### src/rtl/led_matrix_scanner.sv
// -----------------------------------------------------------------------------
// led_matrix_scanner
//
// Time-multiplexes a 7x5 LED matrix, one column at a time. The three column
// patterns come from a left/right mirrored source:
//   col_2 -> columns 0 and 4
//   col_1 -> columns 1 and 3
//   col_0 -> column 2
// The patterns are frozen once per frame so the image cannot tear. Every
// column slot opens with BLANK cycles in which all pins are idle, which
// suppresses ghosting when the column changes.
//
// Ports
//   clock        system clock, rising edge
//   reset        asynchronous active-high reset
//   enable       scan enable; low = display off, scan parked at frame start
//   col_2/1/0    7-bit row patterns, bit i = row i lit
//   rows         row drive pins (polarity from ROW_ACTIVE_LOW)
//   cols         one-hot column select (polarity from COL_ACTIVE_LOW)
//   frame_start  one-cycle pulse on the first output cycle of column 0
// -----------------------------------------------------------------------------
module led_matrix_scanner #(
    parameter int DIVIDER        = 1000,
    parameter int BLANK          = 1,
    parameter int ROW_ACTIVE_LOW = 1,
    parameter int COL_ACTIVE_LOW = 1
) (
    input  logic       clock,
    input  logic       reset,
    input  logic       enable,
    input  logic [6:0] col_2,
    input  logic [6:0] col_1,
    input  logic [6:0] col_0,
    output logic [6:0] rows,
    output logic [4:0] cols,
    output logic       frame_start
);

    localparam int             PW        = $clog2(DIVIDER);
    localparam logic [PW-1:0]  PRE_LAST  = PW'(DIVIDER - 1);
    localparam logic [PW-1:0]  BLANK_END = PW'(BLANK);
    localparam logic [6:0]     ROWS_IDLE = (ROW_ACTIVE_LOW != 0) ? 7'h7F : 7'h00;
    localparam logic [4:0]     COLS_IDLE = (COL_ACTIVE_LOW != 0) ? 5'h1F : 5'h00;

    logic [PW-1:0] pre_q, pre_d;
    logic [2:0]    idx_q, idx_d;
    logic [6:0]    l2_q, l2_d;
    logic [6:0]    l1_q, l1_d;
    logic [6:0]    l0_q, l0_d;
    logic [6:0]    rows_q, rows_d;
    logic [4:0]    cols_q, cols_d;
    logic          frame_start_q, frame_start_d;

    logic          frame_first;
    logic [6:0]    pattern;
    logic [4:0]    col_onehot;

    always_ff @(posedge clock or posedge reset) begin
        if (reset) begin
            pre_q         <= '0;
            idx_q         <= '0;
            l2_q          <= '0;
            l1_q          <= '0;
            l0_q          <= '0;
            rows_q        <= ROWS_IDLE;
            cols_q        <= COLS_IDLE;
            frame_start_q <= 1'b0;
        end else begin
            pre_q         <= pre_d;
            idx_q         <= idx_d;
            l2_q          <= l2_d;
            l1_q          <= l1_d;
            l0_q          <= l0_d;
            rows_q        <= rows_d;
            cols_q        <= cols_d;
            frame_start_q <= frame_start_d;
        end
    end

    always_comb begin
        pre_d         = pre_q;
        idx_d         = idx_q;
        l2_d          = l2_q;
        l1_d          = l1_q;
        l0_d          = l0_q;
        rows_d        = ROWS_IDLE;
        cols_d        = COLS_IDLE;
        frame_start_d = 1'b0;
        pattern       = l0_q;
        col_onehot    = 5'b00001 << idx_q;
        frame_first   = enable && (pre_q == '0) && (idx_q == 3'd0);

        if (!enable) begin
            // Park the scan at frame start; latches keep their last image.
            pre_d = '0;
            idx_d = 3'd0;
        end else begin
            if (pre_q == PRE_LAST) begin
                pre_d = '0;
                idx_d = (idx_q >= 3'd4) ? 3'd0 : idx_q + 3'd1;
            end else begin
                pre_d = pre_q + 1'b1;
            end

            if (frame_first) begin
                l2_d          = col_2;
                l1_d          = col_1;
                l0_d          = col_0;
                frame_start_d = 1'b1;
            end

            // In the frame-first cycle the latches are only being loaded,
            // so the live input is the correct source for column 0.
            case (idx_q)
                3'd0:    pattern = frame_first ? col_2 : l2_q;
                3'd4:    pattern = l2_q;
                3'd1,
                3'd3:    pattern = l1_q;
                default: pattern = l0_q;
            endcase

            if (pre_q >= BLANK_END) begin
                rows_d = (ROW_ACTIVE_LOW != 0) ? ~pattern : pattern;
                cols_d = (COL_ACTIVE_LOW != 0) ? ~col_onehot : col_onehot;
            end
        end
    end

    assign rows        = rows_q;
    assign cols        = cols_q;
    assign frame_start = frame_start_q;

endmodule

### config.mk
export PLATFORM = sky130hd
export DESIGN_NAME = led_matrix_scanner
export DESIGN_NICKNAME = d
export VERILOG_FILES = /design/src/rtl/led_matrix_scanner.sv
export SDC_FILE = /design/constraint.sdc
export NUM_CORES = 1
export LEC_CHECK = 0
export CAP_MARGIN = 30
export CELL_PAD_IN_SITES_DETAIL_PLACEMENT = 1
export CELL_PAD_IN_SITES_GLOBAL_PLACEMENT = 1
export CORE_MARGIN = 5
export CORE_UTILIZATION = 46
export DETAILED_ROUTE_END_ITERATION = 10
export PLACE_DENSITY = 0.84
export SKIP_CTS_REPAIR_TIMING = 1
export SYNTH_ARGS = -nofsm -noshare
export SYNTH_HDL_FRONTEND = slang
export SYNTH_SLANG_ARGS = --single-unit
### constraint.sdc
create_clock -name clock -period 5.8 [get_ports clock]
set_input_delay 1.16 -clock clock [delete_from_list [all_inputs] [get_ports clock]]
set_output_delay 1.16 -clock clock [all_outputs]
set_load 0.03 [all_outputs]
==> results by group, run 1 <==
Global routing
  • First-pass GRT wire length: 10,700 um
  • Vias in the first global route: 2,102
  • Initial antenna violation count: 0
  • Largest net degree at the start of global routing: between 40 and 50
  • GRT Total Usage: 19.3%
  • GRT overflow: 0

Route
  • DRT met1 WL: between 2000 and 3000 um
  • Detailed-route DRC error count: 0
  • Drt first pass iters: 4
  • DR vias: 1,888
  • Met3 Wirelength: 274 um
  • WL per Instance: 18.9 um
  • DR top layer: met4
  • Antenna Nets Post-Route: 0
  • WL final: 6360 um
  • DR vias/cell: 5.60
  • Initial DRC Count: 106
  • Detail Route met2 WL: 3310 um

Logic synthesis
  • Synthesized Nets: 264
  • Number of synthesized flops with an enable pin: 0
  • Largest family of logic cells by synthesized area: simple AND/OR/NAND/NOR gates
  • Synthesis warning total: 0
  • Most common flop cell mapped by yosys: dfrtp_1
  • Post-Syn Area: 2520 um^2
  • Syn Inst Count: 231
  • Mux share of post-synthesis cell area: approximately 11%
  • Register area share after synthesis: 47.3%
  • Ys async rst share: 100%
  • Synth Area in Simple Gates: 15.1%
  • FF+latch count, synth: 47
  • Synth Area in XOR/XNOR: 1.04%
  • Post-Syn Area per Cell: 10.9 um^2
  • Adder-cell share of the synthesized area: 4.48%
  • Compound-gate portion of the synthesized area: a little over an eighth
  • Yosys cell types: 43

Clock tree
  • Number of buffers created by CTS: 5
  • Root buf cell: clkbuf_8
  • TritonCTS clock tree: built
  • Htree depth: 2
  • Clk sink count: 47
  • Clock tree buffer depth: 2
  • Clock slew seen by the registers of the worst setup and hold paths: 0.08 ns
  • Worst skew pair latency: 0.30 ns

Floorplanning
  • Chip width: approximately 84 um
  • Core area: ~5400 um^2
  • Die ar.: 7050 um^2
  • I/O pin count: 37
  • FP Rows: 27
  • DIE HEIGHT: 84.0 um
  • Initial core utilization: 46.6%

Timing
  • Max-slew violations: 0
  • # setup viols final: 0
  • Highest clock rate: 357 MHz
  • Slew @ Worst Pin: 1.09 ns
  • Fin. Hold Viols: 0
  • RSZ-0062 raised after global routing: no
  • Max-Slew Margin vs Limit: 26.4%
  • Period utilisation layout: 48.2%
  • Worst Clk Skew: about 0.0055 ns
  • Fin crit period: 2.80 ns
  • Setup_tns: 0 ns

Power
  • Power Dens Cells: 252 nW/um^2
  • Part of the power in registers: 53.5%
  • Pint: 0.000543 W
  • NetSw: between 0.0002 and 0.00025 W
  • Total leakage power: 1.21 nW
  • Peak VDD IR: approximately 0.00013 V
  • Clock share of power: approximately a quarter
  • Switching Fraction: 27.8%
  • Gate power share: 21.2%

Final layout
  • Multi-input gate area: 1130 um^2
  • Share of layout cells above drive strength 1: roughly 17%
  • FF/Latch Area: about 1200 um^2
  • Fillers: 597
  • Commonest cells after routing, fill and taps aside: clkdlybuf4s50_1, dfrtp_1, inv_1
  • Finished Core Util: between 50 and 60%
  • Layout area overhead: 18.7%
  • Design area: 2990 um^2
  • Antenna diodes: 0
  • Final nets: ~300
  • Commonest non-fill, non-tap cell in the layout: clkdlybuf4s50_1

Critical path
  • Worst-path fanout max: 21
  • Slowest CP cell: dfrtp_1
  • Buf/Inv on CP: 2
  • Critical path, cell by cell: inv_1 -> ha_1 -> nand2b_1 -> nor4_4 -> buf_4 -> mux2_2
  • Required time worst endpoint: 5.99 ns
  • Arr. time, crit path: 2.98 ns
  • CP Capture Type: register
  • CP Class: register to register
  • Worst setup SP type: register
  • Critical Path Max Stage Delay: around 0.63 ns
  • Top delay family on crit path: simple AND/OR/NAND/NOR gates

Run status
  • Status: finished clean

Placement
  • DP Wirelength: between 4000 and 5000 um
  • PortBufs: 36
  • Final Wtd Congestion: between 0.7 and 0.8
  • Area after DPL: 2910 um^2

Hold path
  • Min-delay worst type: register to register

Flow run
  • Max-Cap Viols: 0
layout make-up:
| type | count | share of cell area (%) |
|---|---|---|
| clock buffers | 7 | 2.55 |
| clock inverters | 1 | 0.168 |
| inverters | 26 | 3.27 |
| multi-input cells | 143 | 37.8 |
| flip-flops and latches | 47 | 39.9 |
| well taps | 72 | 3.02 |
| repair buffers | 41 | 13.3 |
routing by layer:
layer,vias up,track usage (%)
li1,896,-
met5,-,0
met3,8,4.84
met1,940,22.4
met2,44,34.4
met4,0,6.87
sequential cells by signal, summed over array words and instances (netlist names):
register / cells
rows: 7
idx_q: 3
frame_start: 1
l1_q: 7
cols: 5
pre_q: 10
l2_q: 7
l0_q: 7
worst register-to-register path: stages (launching register included):
cell and delay [ns]:
dfrtp_1 0.63, inv_1 0.21, ha_1 0.43, nand2b_1 0.34, nor4_4 0.34, buf_4 0.34, mux2_2 0.39
Yosys cell counts (2+ instances only):
library cell,instances,area share (%)
dfrtp_1,35,35
inv_1,26,3.9
dfstp_2,12,13
nand2_1,11,1.6
mux2_4,10,6.0
ha_1,9,4.5
nor4_1,9,2.2
a21oi_1,8,1.6
mux2i_1,8,3.2
nor2_1,8,1.2
a22oi_1,7,2.1
a311oi_1,7,2.4
nand3_1,7,1.4
o21bai_1,7,2.1
or2_2,7,1.7
clkbuf_1,6,0.90
o31ai_1,6,1.8
nand4_1,5,1.2
o311ai_1,5,1.7
buf_2,3,0.60
buf_6,3,1.3
mux2_1,3,1.3
o21ai_0,3,0.60
or4_1,3,0.90
o311ai_0,2,0.70
or3_1,2,0.50
or3_2,2,0.60
xor2_1,2,0.70
power groups by stage:
stage                     clock network [W]   logic, W  registers, W
final                              0.000190   0.000159      0.000402
after global routing               0.000209   0.000172      0.000407
after CTS                          0.000196   0.000161      0.000403
after detailed placement                  0   0.000160      0.000407
after global placement                    0   0.000150      0.000406
after floorplan                           0  0.0000947      0.000414
metrics by stage:
step | setup slack [ns] | hold slack, ns | cells | power, W
after floorplan | 3.54 | 0.450 | 231 | 0.000509
after global placement | 2.70 | 0.461 | 328 | 0.000555
after detailed placement | 2.83 | 0.470 | 329 | 0.000566
after CTS | 2.99 | 0.494 | 337 | 0.000759
after global routing | 2.80 | 0.502 | 337 | 0.000789
final | 3.00 | 0.490 | 337 | 0.000752
path summary, 6_finish.rpt:
check | startpoint | end | slack [ns] | depth (start not counted)
max in group asynchronous | reset | idx_q[1]$_DFFE_PP0P_ | 4.07 | 3
worst max-delay path | idx_q[0]$_DFFE_PP0P_ | l1_q[6]$_DFFE_PP0P_ | 3.00 | 6
min in group asynchronous | reset | l0_q[6]$_DFFE_PP0P_ | 1.33 | 3
worst min-delay path | l0_q[2]$_DFFE_PP0P_ | l0_q[2]$_DFFE_PP0P_ | 0.49 | 1
worst max register to register | idx_q[0]$_DFFE_PP0P_ | l1_q[6]$_DFFE_PP0P_ | 3.00 | 6
worst min register to register | l0_q[2]$_DFFE_PP0P_ | l0_q[2]$_DFFE_PP0P_ | 0.49 | 1
logic make-up after synthesis:
group,Yosys count
DFF,47
AOI/OAI and AO/OA,46
and+or+nand+nor,63
adders and majority gates,9
muxes,22
buffers and inverters,41
xor gates and xnor gates,3
Note: power is estimated with default switching activity, not from simulation.
==> inputs of run 2 (changes only) <==
Settings changed: CORE_UTILIZATION 46 to 43, PLACE_DENSITY 0.84 to 0.79.
Clock period 5.8 ns to 2.8 ns, I/O delays scaled along.
==> run 2 against run 1 <==
Compared with the run above:
- worst setup slack worse by 2.5 ns
- register-to-register slack worse by 2.5 ns
- power is 110% higher
- critical path type unchanged
==> results by group, run 2 (synthesis results as in run 1) <==
Critical path
  • Reg-to-reg endpoint: l1_q[6]$_DFFE_PP0P_
  • Arr. time, crit path: 2.46 ns
  • Worst-path fanout max: 21
  • Required time worst endpoint: 2.99 ns
  • Slowest CP cell: or4_1
  • Worst setup SP type: register
  • CP startpoint: pre_q[3]$_DFF_PP0_
  • CP Class: register to register
  • Worst reg2reg setup slack: 0.52 ns
  • Reg2reg start: pre_q[3]$_DFF_PP0_
  • Critical Path Max Stage Delay: between 0.7 and 0.8 ns
  • FF-to-FF path depth: 4
  • CP Capture Type: register
  • Critical path, cell by cell: or4_1 -> nor4_4 -> buf_4 -> mux2_2

Final layout
  • Final nets: 302
  • Layout area overhead: 20.3%
  • Max FFs per register: 10
  • Biggest register: pre_q
  • Finished Core Util: 54.0%
  • FF/Latch Area: 1190 um^2
  • Fillers: 632
  • Commonest non-fill, non-tap cell in the layout: clkdlybuf4s50_1
  • Commonest cells after routing, fill and taps aside: clkdlybuf4s50_1, dfrtp_1, inv_1
  • Multi-input gate area: 1130 um^2
  • Share of layout cells above drive strength 1: 20.0%
  • Antenna diodes: 0

Global routing
  • GRT overflow: 0
  • Largest net degree at the start of global routing: 23
  • GRT Total Usage: between 10% and 20%
  • Initial antenna violation count: 0
  • Vias in the first global route: 2,035
  • First-pass GRT wire length: 10,100 um

Route
  • Drt first pass iters: 4
  • Detailed-route DRC error count: 0
  • WL per Instance: 17.8 um
  • Initial DRC Count: 106
  • DR vias/cell: approximately 5.6
  • Antenna Nets Post-Route: 0
  • DR vias: 1,928
  • WL final: slightly above 6000 um

Clock tree
  • Clk sink count: 47
  • Number of buffers created by CTS: 5
  • Worst skew pair latency: ~0.3 ns
  • Root buf cell: clkbuf_8
  • Clock slew seen by the registers of the worst setup and hold paths: 0.08 ns
  • TritonCTS clock tree: built
  • Clock tree buffer depth: 2
  • Htree depth: 2

Placement
  • DP Wirelength: 4510 um
  • PortBufs: 36
  • Final Wtd Congestion: 0.784

Run status
  • Status: finished clean

Hold path
  • Worst hold start: l0_q[1]$_DFFE_PP0P_
  • WHS Path Cells: 1
  • Hold endpoint: l0_q[1]$_DFFE_PP0P_
  • Min-delay worst type: register to register

Timing
  • Fin crit period: 2.28 ns
  • Period utilisation layout: 81.3%
  • Max-Slew Margin vs Limit: a little over half
  • Max-slew violations: 0
  • # setup viols final: 0
  • Highest clock rate: 439 MHz
  • Slew @ Worst Pin: 0.684 ns
  • Fin. Hold Viols: 0
  • RSZ-0062 raised after global routing: no
  • Setup_tns: 0 ns
  • Worst Clk Skew: 0.00976 ns

Floorplanning
  • Core area: approximately 5600 um^2
  • Initial core utilization: roughly 45%
  • I/O pin count: 37
  • Die ar.: 7480 um^2
  • FP Rows: 27
  • DIE HEIGHT: ~86 um
  • Chip width: 86.5 um

Power
  • Total leakage power: ~1.2 nW
  • Peak VDD IR: 0.000332 V
  • Power Dens Cells: 514 nW/um^2
  • Pwr Total: around 0.0016 W

Flow run
  • Max-Cap Viols: 0
[run 2: layout make-up]
type | instances | area share (%)
multi-input cells | 143 | 37.3
clock buffers | 5 | 2.27
flip-flops and latches | 47 | 39.3
inverters | 26 | 3.22
clock inverters | 3 | 0.496
well taps | 72 | 2.98
repair buffers | 46 | 14.4
[run 2: routing by layer]
| layer | wire length [um] | vias to the layer above | global-route usage [%] |
|---|---|---|---|
| met3 | 250 | 4 | 3.33 |
| met5 | 0 | - | 0 |
| met1 | 2640 | 987 | 21.5 |
| met4 | 74 | 0 | 5.95 |
| li1 | - | 904 | - |
| met2 | 3110 | 33 | 30.7 |
[run 2: where the power goes]
| group | total, W | internal (W) | switching, W |
|---|---|---|---|
| combinational | 0.000327 | 0.000170 | 0.000158 |
| sequential | 0.000832 | 0.000780 | 0.0000513 |
| clock | 0.000396 | 0.000171 | 0.000225 |
| total | 0.00156 | 0.00112 | 0.000434 |
[run 2: how the worst max path moves through the flow]
stage	cells after the start	end
5_1_grt	4	l1_q[6]$_DFFE_PP0P_
2_1_floorplan	8	l0_q[3]$_DFFE_PP0P_
6_report	4	l1_q[6]$_DFFE_PP0P_
3_5_place_dp	5	l1_q[6]$_DFFE_PP0P_
3_3_place_gp	5	l1_q[6]$_DFFE_PP0P_
4_1_cts	4	l1_q[6]$_DFFE_PP0P_
[run 2: worst max-delay path, delay by kind of cell (launching register included)]
kind,cells,cell delay [ns]
buf+inv,1,0.36
simple gates,2,0.95
flops,1,0.47
mux,1,0.38
[run 2: metrics by stage]
step	hold slack [ns]	setup WS (ns)	cell area, um^2	std cells
floorplan	0.450	0.663	2520	231
global placement	0.460	0.493	2940	334
detailed placement	0.467	0.439	2940	334
CTS	0.487	0.531	3030	342
global route	0.511	0.475	3030	342
finish	0.482	0.523	3030	342
==> inputs of run 3 (changes only) <==
Clock period 2.8 ns to 2.1 ns, I/O delays scaled along.
==> run 3 against run 2 <==
Compared with the run above:
- fmax rose by 16%
- register-to-register slack got worse by 0.38 ns
- critical endpoint unchanged
- power rose by 46%
- critical path type unchanged
- worst hold slack got worse by 0.011 ns
- highest routed layer unchanged
==> results by group, run 3 (synthesis results as in run 1) <==
Timing
  • Fin crit period: 1.96 ns
  • Highest clock rate: 511 MHz
  • # setup viols final: 0
  • Fin Hold WS: 0.471 ns
  • Slew @ Worst Pin: around 0.53 ns
  • Worst Clk Skew: about 0.011 ns
  • Max-slew violations: 0
  • Period utilisation layout: between 90% and 100%
  • Setup_tns: 0 ns
  • Max-Slew Margin vs Limit: 64.4%
  • RSZ-0062 raised after global routing: no
  • Fin. Hold Viols: 0

Final layout
  • Commonest non-fill, non-tap cell in the layout: clkdlybuf4s50_1
  • Max FFs per register: 10
  • Biggest register: pre_q
  • Share of layout cells above drive strength 1: around a quarter
  • Commonest cells after routing, fill and taps aside: clkdlybuf4s50_1, dfrtp_1, inv_1
  • Final nets: between 300 and 400
  • Layout area overhead: 26.8%
  • Antenna diodes: 0

Power
  • Clock share of power: 30.7%
  • Power Dens Cells: 711 nW/um^2
  • NetSw: 0.000601 W
  • Switching Fraction: roughly a quarter
  • Pint: 0.00167 W
  • Total leakage power: 1.34 nW
  • Gate power share: 20.2%
  • Peak VDD IR: 0.000357 V
  • Part of the power in registers: between 40% and 50%

Floorplanning
  • DIE HEIGHT: 86.5 um
  • Core area: between 5000 and 6000 um^2
  • Chip width: 86.5 um
  • Initial core utilization: 44.9%
  • I/O pin count: 37
  • FP Rows: 27
  • Die ar.: 7480 um^2

Critical path
  • Arr. time, crit path: between 2 and 2.5 ns
  • Required time worst endpoint: 2.29 ns
  • CP Class: register to register
  • Worst setup SP type: register
  • CP Capture Type: register
  • Worst reg2reg setup slack: 0.14 ns
  • Worst-path fanout max: 21

Clock tree
  • Clock slew seen by the registers of the worst setup and hold paths: 0.09 ns
  • Clk sink count: 47
  • Clock tree buffer depth: 2
  • Htree depth: 2
  • TritonCTS clock tree: built
  • Number of buffers created by CTS: 5
  • Worst skew pair latency: 0.31 ns
  • Root buf cell: clkbuf_8

Placement
  • DP Wirelength: between 4000 and 5000 um
  • PortBufs: 36
  • Final Wtd Congestion: 0.767

Global routing
  • GRT Total Usage: 19.1%
  • Vias in the first global route: 2,211
  • Initial antenna violation count: 0
  • First-pass GRT wire length: 11,100 um
  • GRT overflow: 0
  • Largest net degree at the start of global routing: 48

Route
  • Antenna Nets Post-Route: 0
  • Detailed-route DRC error count: 0
  • Drt first pass iters: 4
  • WL final: 6350 um
  • DR vias/cell: 5.52
  • DR vias: 1,958
  • Initial DRC Count: 65
  • WL per Instance: 17.9 um

Hold path
  • Min-delay worst type: input pin to asynchronous set/reset pin

Flow run
  • Max-Cap Viols: 0

Run status
  • Status: finished clean
## run 3: cell type report
type / count / area, um^2
fill: 620 / 2420
sequential: 47 / 1190
multi-input combinational: 143 / 1140
timing repair buffer: 59 / 558
inverter: 26 / 97.6
tap: 72 / 90.1
clock buffer: 6 / 82.6
clock inverter: 2 / 35.0
## run 3: worst paths after layout
kind / end / cells past startpoint / from
min in group clock: l0_q[0]$_DFFE_PP0P_ / 1 / l0_q[0]$_DFFE_PP0P_
worst max register to register: l1_q[6]$_DFFE_PP0P_ / 4 / pre_q[5]$_DFF_PP0_
max in group asynchronous: cols[1]$_DFF_PP1_ / 3 / reset
worst max-delay path: l1_q[6]$_DFFE_PP0P_ / 4 / pre_q[5]$_DFF_PP0_
worst min register to register: l0_q[0]$_DFFE_PP0P_ / 1 / l0_q[0]$_DFFE_PP0P_
worst min-delay path: l0_q[0]$_DFFE_PP0P_ / 3 / reset
## run 3: power by group through the flow
stage               clock network, W  registers, W  logic (W)
floorplan                          0       0.00114   0.000262
global placement                   0       0.00112   0.000439
detailed placement                 0       0.00113   0.000458
CTS                         0.000718       0.00111   0.000462
global route                0.000748       0.00113   0.000504
finish                      0.000697       0.00111   0.000459
## run 3: stage by stage
step	worst slack, ns	instances	instance area (um^2)	total power (W)	util [%]
after global routing	0.0594	355	3190	0.00238	56.9
after global placement	0.0226	347	3070	0.00156	54.7
after CTS	0.145	355	3180	0.00229	56.8
after floorplan	0.0397	231	2520	0.00140	-
final	0.145	355	3190	0.00227	56.9
after detailed placement	-0.0493	347	3070	0.00158	54.7
## run 3: layer usage
metal,track usage (%),part of all wire [%]
met1,23.8,43
met2,32.3,50
met3,4.18,4.5
met4,6.80,1.8
met5,0,0
## run 3: worst max-delay path, cell delays in order (launching register included)
cell and delay (ns):
dfrtp_1 0.39, or4_4 0.57, nor4_4 0.29, buf_12 0.23, mux2_2 0.35
